### src/rtl/fifo_pkg.sv
// -----------------------------------------------------------------------------
// fifo_pkg
// Shared definitions for the dual-clock FIFO pointer handlers (write side and
// read side). Provides the default address width, the pointer width and
// Gray/binary conversion helpers.
//
// The helpers take and return 32-bit values so that any pointer width up to 32
// can use them: callers zero-extend the operand and truncate the result.
// Zero-extension is harmless for both conversions because the extra leading
// zeros contribute nothing to the XOR terms of the lower bits.
// -----------------------------------------------------------------------------
package fifo_pkg;

    localparam int ADDRSIZE = 7;
    localparam int PTRW     = ADDRSIZE + 1;

    function automatic logic [31:0] bin2gray(input logic [31:0] b);
        return b ^ (b >> 1);
    endfunction

    // Each binary bit is the XOR of the Gray bits at and above its position.
    function automatic logic [31:0] gray2bin(input logic [31:0] g);
        logic [31:0] b;
        b[31] = g[31];
        for (int i = 30; i >= 0; i--) begin
            b[i] = b[i+1] ^ g[i];
        end
        return b;
    endfunction

endpackage

### src/rtl/sync_r2w.sv
// -----------------------------------------------------------------------------
// sync_r2w
// Two-flop synchroniser that carries the read domain's Gray pointer into the
// write clock domain. Only one bit of a Gray pointer changes per step, so a
// metastable capture resolves to either the old or the new pointer value.
//
// Ports
//   clk_i  : destination (write) clock
//   rst_i  : synchronous active-high reset, clears both stages
//   d_i    : asynchronous input pointer (Gray)
//   q_o    : synchronised pointer, two clk_i edges behind d_i
// -----------------------------------------------------------------------------
module sync_r2w #(
    parameter int WIDTH = 8
) (
    input  logic             clk_i,
    input  logic             rst_i,
    input  logic [WIDTH-1:0] d_i,
    output logic [WIDTH-1:0] q_o
);

    logic [WIDTH-1:0] q1_q;
    logic [WIDTH-1:0] q2_q;

    always_ff @(posedge clk_i) begin
        if (rst_i) begin
            q1_q <= '0;
            q2_q <= '0;
        end else begin
            q1_q <= d_i;
            q2_q <= q1_q;
        end
    end

    assign q_o = q2_q;

endmodule

### src/rtl/wptr_full.sv
// -----------------------------------------------------------------------------
// wptr_full
// Write-side pointer and status handler of the dual-clock FIFO. Owns the
// binary write address and the Gray write pointer exported to the read
// domain, synchronises the read pointer into wr_clk and produces full,
// almost-full, occupancy and a sticky overflow flag.
//
// Ports
//   wr_clk        : write clock (only clock in this block)
//   wr_rst        : synchronous active-high reset
//   wr_en         : producer write request
//   wr_rptr       : Gray read pointer from the read domain (asynchronous)
//   wclken        : memory write strobe, wr_en & ~wfull (combinational)
//   waddr         : memory write address for the current cycle
//   wptr          : registered Gray write pointer to the read domain
//   wfull         : registered full flag
//   walmost_full  : registered flag, occupancy >= AFULL_THRESH
//   wcount        : registered occupancy, 0 .. 2^ADDRSIZE
//   woverflow     : sticky, set by a write request while full
//
// Status is computed from the post-write pointer and a read pointer that is
// two edges old, so it can only overstate occupancy, never understate it.
// -----------------------------------------------------------------------------
module wptr_full #(
    parameter int ADDRSIZE     = fifo_pkg::ADDRSIZE,
    parameter int AFULL_THRESH = (2 ** ADDRSIZE) - 4
) (
    input  logic                wr_clk,
    input  logic                wr_rst,
    input  logic                wr_en,
    input  logic [ADDRSIZE:0]   wr_rptr,
    output logic                wclken,
    output logic [ADDRSIZE-1:0] waddr,
    output logic [ADDRSIZE:0]   wptr,
    output logic                wfull,
    output logic                walmost_full,
    output logic [ADDRSIZE:0]   wcount,
    output logic                woverflow
);

    import fifo_pkg::bin2gray;
    import fifo_pkg::gray2bin;

    localparam int A  = ADDRSIZE;
    localparam int PW = ADDRSIZE + 1;

    logic [PW-1:0] wbin_q, wbin_d;
    logic [PW-1:0] wptr_q, wptr_d;
    logic [PW-1:0] wcount_q, wcount_d;
    logic          wfull_q, wfull_d;
    logic          wafull_q, wafull_d;
    logic          wovf_q, wovf_d;

    logic [PW-1:0] wq2_rptr;
    logic [PW-1:0] rbin_s;
    logic          winc;

    sync_r2w #(.WIDTH(PW)) u_sync_r2w (
        .clk_i (wr_clk),
        .rst_i (wr_rst),
        .d_i   (wr_rptr),
        .q_o   (wq2_rptr)
    );

    assign winc   = wr_en & ~wfull_q;
    assign rbin_s = PW'(gray2bin(32'(wq2_rptr)));

    always_comb begin
        wbin_d   = wbin_q + PW'(winc);
        wptr_d   = PW'(bin2gray(32'(wbin_d)));
        // Modular difference: valid because the write side never runs more
        // than 2^A ahead of the (stale) read pointer.
        wcount_d = wbin_d - rbin_s;
        // Full when the pointers match except for the top two Gray bits,
        // i.e. the binary pointers differ by exactly 2^A.
        wfull_d  = (wptr_d == {~wq2_rptr[A:A-1], wq2_rptr[A-2:0]});
        wafull_d = (wcount_d >= PW'(AFULL_THRESH));
        wovf_d   = wovf_q | (wr_en & wfull_q);
    end

    always_ff @(posedge wr_clk) begin
        if (wr_rst) begin
            wbin_q   <= '0;
            wptr_q   <= '0;
            wcount_q <= '0;
            wfull_q  <= 1'b0;
            wafull_q <= 1'b0;
            wovf_q   <= 1'b0;
        end else begin
            wbin_q   <= wbin_d;
            wptr_q   <= wptr_d;
            wcount_q <= wcount_d;
            wfull_q  <= wfull_d;
            wafull_q <= wafull_d;
            wovf_q   <= wovf_d;
        end
    end

    assign wclken       = winc;
    assign waddr        = wbin_q[A-1:0];
    assign wptr         = wptr_q;
    assign wfull        = wfull_q;
    assign walmost_full = wafull_q;
    assign wcount       = wcount_q;
    assign woverflow    = wovf_q;

endmodule

### config.mk
export PLATFORM = sky130hd
export DESIGN_NAME = wptr_full
export DESIGN_NICKNAME = d
export VERILOG_FILES = /design/src/rtl/fifo_pkg.sv /design/src/rtl/sync_r2w.sv /design/src/rtl/wptr_full.sv
export SDC_FILE = /design/constraint.sdc
export NUM_CORES = 1
export LEC_CHECK = 0
export BUFFER_PORTS_ARGS = -buffer_cell sky130_fd_sc_hd__buf_2
export CAP_MARGIN = 0
export CORE_ASPECT_RATIO = 1.75
export CORE_MARGIN = 4
export CORE_UTILIZATION = 55
export CTS_CLUSTER_SIZE = 25
export DETAILED_ROUTE_END_ITERATION = 12
export HOLD_SLACK_MARGIN = 0.15
export PLACE_DENSITY = 0.78
export SYNTH_ARGS = -nofsm -noshare
export SYNTH_HDL_FRONTEND = slang
export SYNTH_SLANG_ARGS = --single-unit
### constraint.sdc
create_clock -name wr_clk -period 4.51 [get_ports wr_clk]
set_clock_uncertainty 0.05 [all_clocks]
set_input_delay 0 -clock wr_clk [delete_from_list [all_inputs] [get_ports wr_clk]]
set_output_delay 0 -clock wr_clk [all_outputs]
set_load 0.01 [all_outputs]
==> results of run 1 <==
## layout make-up
class | instances | area (um^2) | area share
multi-input cells | 150 | 1130 | 0.466
flip-flops and latches | 42 | 841 | 0.345
repair buffers | 46 | 275 | 0.113
clock buffers | 6 | 82.6 | 0.0339
well taps | 46 | 57.6 | 0.0236
inverters | 12 | 45.0 | 0.0185
## flip-flops by register name (all words and copies together) (netlist names)
signal / count
u_sync_r2w.q1_q: 8
woverflow: 1
wcount: 8
u_sync_r2w.q_o: 8
wptr: 7
walmost_full: 1
wfull: 1
wbin_q: 8
## power by group
group          switching, mW  internal (mW)
Sequential            0.0113          0.402
Clock                  0.114          0.118
Combinational          0.105         0.0958
## cell families (layout without fill, tap and decap cells)
family / after synthesis / count (layout) / share of synthesized area
AND/OR/NAND/NOR: 79 / 79 / 0.220
AO/OA/AOI/OAI: 30 / 30 / 0.0936
flip-flops: 42 / 42 / 0.403
buffers and inverters: 22 / 64 / 0.0522
adder cells (fa/ha/maj): 10 / 10 / 0.0636
XOR/XNOR: 29 / 29 / 0.157
multiplexers: 2 / 2 / 0.0102
## metrics by stage
step | area [um^2] | utilization | cells | hold slack [ns]
after floorplan | 2080 | - | 214 | 0.0334
after global placement | 2260 | 0.624 | 287 | 0.156
after CTS | 2440 | 0.671 | 302 | 0.200
final | 2440 | 0.671 | 302 | 0.194
after global routing | 2440 | 0.671 | 302 | 0.253
after detailed placement | 2260 | 0.624 | 287 | 0.166
## worst max-delay path, delay by kind of cell (launching register included)
kind	cells	cell delay, ns
XOR/XNOR	6	1.79
AO/OA/AOI/OAI	4	0.65
adder cells (fa/ha/maj)	2	0.59
flip-flops	1	0.38
buffers and inverters	1	0.05
## path summary, 6_finish.rpt
check,to,from,depth (start not counted)
setup / recovery,walmost_full,u_sync_r2w.q_o[7],13
hold / removal,wbin_q[0],wr_rst,2
setup reg to reg,walmost_full,u_sync_r2w.q_o[7],13
hold reg to reg,u_sync_r2w.q_o[6],u_sync_r2w.q1_q[6],1
## cell usage in the layout (no fill, tap or decap), types with 3 or more instances in the layout
cell           count
o211ai_1           3
ha_1               9
nand2_1            9
nor2_1            21
buf_2             37
nand3_1            6
clkbuf_8           6
xor2_1             6
xnor3_1            3
xnor2_1           18
o21ai_0            4
inv_1             12
nor2b_1           21
dlygate4sd3_1      9
a21oi_1           10
dfxtp_1           42
## layer usage
layer / routed length, um / GRT usage / vias to the layer above
li1: - / - / 802
met3: 148 / 0.0434 / 11
met4: 125 / 0.107 / 0
met1: 1480 / 0.199 / 723
met5: 0 / 0 / -
met2: 2200 / 0.342 / 34
==> reports/metrics.cfg, run 1 <==
[outcome]
outcome = completed

[synth]
yosys-top-cells-area = dfxtp_1, xnor2_1, nor2b_1
synth-edff-count = 0
ys_seq_area_frac = 0.403
avgSynthCellArea_um2 = 9.74
netlist.top_cell.by_area = dfxtp_1
synthArstFlopShare = 0
ys_ff_latch = 42
syn-num-nets = 235
yosysMostFrequentCell = dfxtp_1
yosys.area.top_type_share = 0.403
synth.distinct_cells = 52
synth_common_cells = dfxtp_1, nor2_1, nor2b_1
synthFlopType = dfxtp_1
synth.cell_area_mm2 = 0.00208
netlist_instances = 214
ys_warn_count = 0

[final_layout]
diodes = 0
nets = 278
fillCellCount = 322
drive_above_1_share = 0.207
area_growth_pct = 16.9

[place]
io_buffers = 37
gp_congestion = 0.814
dp_hpwl_um = 2870
dp_slack_ns = 0.876

[power_and_ir_drop]
ir_drop_mv = 0.362
powerDensity_mw_per_mm2 = 347
total_power_mw = 0.846
leakagePower_nw = 1.08

[clock_network]
postCtsSetupBuffers = 0
cts_root_buf = clkbuf_8
cts_tree = done
insertion_delay_ns = 0.29
cts_resized = 0
numCtsBuffers = 5
cts-hold-fix-buffers = 9
cts_buffer_depth = 2
cts_sinks = 42
clkTransAtPathRegs_ns = 0.07
htree_num_levels = 2

[floorplanning]
die_h_um = 89.4
die_area_mm2 = 0.00488
rows = 29
coreArea_mm2 = 0.00363
boundaryPins = 38
die_w_um = 54.5
start_util = 0.574

[routing]
post_drt_wl_per_cell_um = 13.1
drtPass1Iterations = 4
routed_via_density = 5.20
vias = 1570
drc = 0
drt_iter0_drc = 24
wirelength_um = 3950
ant_nets = 0

[timing]
maxSlewHeadroom = 0.522
rsz0062_at_grt = no
period_share = 0.810
max_clock_freq_mhz = 274
slew_violations = 0
min_period_ns = 3.65
worst_slack_ns = 0.857
worstMarginPinSlew_ns = 0.718
setup_viol = 0
hold_violations = 0
fin_setup_tns_ns = 0

[global_routing]
antenna_found_initial = 0
track_usage = 0.193
grt_overflow_total = 0
grt_pass1_vias = 1511
grt_max_degree = 43
grt_first_pass_wirelength_um = 6810

[job]
maxCapViolCount = 0

[worst_setup_path]
critPathKind = flip-flop to flip-flop
crit_chain = xnor3_1 -> xor2_1 -> xnor3_1 -> xor2_1 -> xnor2_1 -> ha_1 -> inv_1 -> fa_1 -> a21oi_1 -> o211ai_1 -> a21oi_1 -> xor2_1 -> o32ai_1
cp.arrival_ns = 3.74
cp-end-kind = flip-flop
critical_path.max_stage_delay_ns = 0.45
regToRegSetupSlack_ns = 0.86
crit_slowest_cell = xnor3_1
crit_required_ns = 4.60
startpoint_type = flip-flop
path_common_cell = xor2_1
worstPathMaxFanout = 3

[worst_hold_path]
hold_path_class = input pin to flip-flop

No activity file was read; power rests on OpenSTA's default activity.
==> inputs of run 2 (changes only) <==
Settings changed: ABC_AREA from default to 1, CORE_UTILIZATION 55 to 49, PLACE_DENSITY 0.78 to 0.73.
Clock period 4.51 ns to 3 ns, I/O delays scaled along.
==> run 2 against run 1 <==
  * Worst hold slack worse by 0.026 ns
  * Combinational power is 24% higher
  * Largest cell class unchanged
  * Synthesized cell count is 30% higher
  * Via count is 14% higher
  * Register-to-register slack worse by 0.52 ns
  * Cell count is 25% higher
  * Critical path depth is 7 higher
  * Clock power is 59% higher
  * Flip-flop and latch count stayed put
  * Clock-buffer cell count is 1 higher
  * Highest routed layer unchanged
==> reports/metrics.cfg, run 2 <==
[final_layout]
diodes = 0
layoutNonFillerInstCount = 376
final_util = 0.602
area_growth_pct = 20.0
final_common_cell = nand2_1
drive_above_1_share = 0.202
fillCellCount = 407
layout_common_cells = nand2_1, nor2_1, inv_1
nets = 347

[worst_hold_path]
hold_path_class = input pin to flip-flop

[outcome]
outcome = completed

[synth]
netlist.top_cell.by_area = dfxtp_1
ys_seq_area_frac = 0.408
synth_common_cells = nand2_1, nor2_1, inv_1
synth.cell_area_mm2 = 0.00206
yosysMostFrequentCell = nand2_1
synth-edff-count = 0
synthFlopType = dfxtp_1
avgSynthCellArea_um2 = 7.42
ys_ff_latch = 42
ys_warn_count = 0
netlist_instances = 278
yosys.area.top_type_share = 0.408
yosys-top-cells-area = dfxtp_1, nand2_1, nor2_1
synth.distinct_cells = 31
syn-num-nets = 299
synthArstFlopShare = 0

[timing]
fin_setup_tns_ns = 0
maxSlewHeadroom = 0.563
max_clock_freq_mhz = 376
holdWs_ns = 0.168
worstMarginPinSlew_ns = 0.656
period_share = 0.887
slew_violations = 0
setup_viol = 0
hold_violations = 0
rsz0062_at_grt = no
min_period_ns = 2.66

[routing]
post_drt_wl_per_cell_um = 10.8
routed_via_density = 4.77
drt_iter0_drc = 34
ant_nets = 0
wirelength_um = 4050
vias = 1793
drc = 0
drtPass1Iterations = 4

[worst_setup_path]
cp-end-kind = flip-flop
crit_slowest_cell = fa_2
worstPathMaxFanout = 4
path_common_cell = nand2_1
critPathKind = flip-flop to flip-flop
crit_chain = inv_1 -> nand2_1 -> nand3_2 -> nand2_2 -> nand2_1 -> nand3_1 -> nand3_1 -> nand3_1 -> nand3_1 -> nand2_1 -> ha_1 -> inv_1 -> fa_2 -> nand2_1 -> a21oi_1 -> o21ai_0 -> nand2_1 -> nor2_1 -> nand4_1 -> nand2_1
crit_required_ns = 3.19
cp_num_buf_inv = 2
startpoint_type = flip-flop
cp.arrival_ns = 2.85
critical_path.max_stage_delay_ns = 0.36
crit_family = simple AND/OR/NAND/NOR gates

[global_routing]
track_usage = 0.168
grt_overflow_total = 0
grt_max_degree = 40
grt_pass1_vias = 1738
antenna_found_initial = 0
grt_first_pass_wirelength_um = 7040

[job]
maxCapViolCount = 0

[place]
gp_congestion = 0.830
dp_hpwl_um = 3080
dp.cells = 359
io_buffers = 37

[floorplanning]
boundaryPins = 38
die_area_mm2 = 0.00535
start_util = 0.502
die_w_um = 57.1
die_h_um = 93.8
rows = 31
coreArea_mm2 = 0.00411

[clock_network]
cts_tree = done
clkTransAtPathRegs_ns = 0.07
cts_buffer_depth = 2
numCtsBuffers = 5
postCtsSetupBuffers = 0
cts_root_buf = clkbuf_8
htree_num_levels = 2
cts_sinks = 42
insertion_delay_ns = 0.29

[power_and_ir_drop]
leakagePower_nw = 1.30
powerDensity_mw_per_mm2 = 498
pwr-share-comb = 0.203
power.internal_mw = 0.887
ir_drop_mv = 0.327
total_power_mw = 1.23
p_seq_frac = 0.497
p_sw_mw = 0.345
clkPwrFrac = 0.300
p_sw_frac = 0.280

run 2: per-layer routing:
| layer | part of all wire | vias to the layer above | GRT usage |
|---|---|---|---|
| met5 | 0 | - | 0 |
| met2 | 0.54 | 31 | 0.316 |
| met4 | 0.030 | 0 | 0.0967 |
| li1 | - | 954 | - |
| met1 | 0.39 | 796 | 0.164 |
| met3 | 0.036 | 12 | 0.0330 |
run 2: what timing repair did:
| item | 4_1_cts | 5_1_grt |
|---|---|---|
| setup endpoints to repair | 0 | 1 |
| hold buffers | 9 | 0 |
| resized for setup | 0 | 3 |
| endpoints found under the hold margin | 9 | 0 |
run 2: per-stage QoR:
stage               cell area [um^2]  setup WS [ns]
floorplan                       2060          0.515
detailed placement              2290          0.252
global placement                2290          0.357
CTS                             2470          0.230
finish                          2480          0.338
global route                    2480         0.0255
run 2: final cells by class:
type | count | area, um^2 | area share
clock inverters | 1 | 5.00 | 0.00202
clock buffers | 7 | 86.3 | 0.0349
multi-input cells | 185 | 1030 | 0.416
well taps | 49 | 61.3 | 0.0248
repair buffers | 46 | 275 | 0.111
flip-flops and latches | 42 | 843 | 0.341
inverters | 46 | 174 | 0.0702
run 2: logic make-up after synthesis:
group,count (synthesis),synth area share
AOI/OAI and AO/OA,16,0.0424
xor gates and xnor gates,11,0.0558
adders and majority gates,10,0.0643
buffers and inverters,51,0.0940
DFF,42,0.408
and+or+nand+nor,148,0.336
run 2: worst paths after layout:
check                                     endpoint  cells past startpoint          startpoint  slack (ns)
worst max-delay path                  walmost_full                     20   u_sync_r2w.q_o[6]        0.34
worst min register to register   u_sync_r2w.q_o[6]                      2  u_sync_r2w.q1_q[6]        0.35
worst min-delay path            u_sync_r2w.q1_q[7]                      2              wr_rst        0.17
worst max register to register        walmost_full                     20   u_sync_r2w.q_o[6]        0.34
run 2: power groups by stage:
| stage | Sequential, mW | Combinational, mW | Clock (mW) |
|---|---|---|---|
| detailed placement | 0.626 | 0.242 | 0 |
| global route | 0.618 | 0.288 | 0.405 |
| global placement | 0.624 | 0.237 | 0 |
| floorplan | 0.640 | 0.154 | 0 |
| finish | 0.613 | 0.250 | 0.369 |
| CTS | 0.613 | 0.253 | 0.383 |
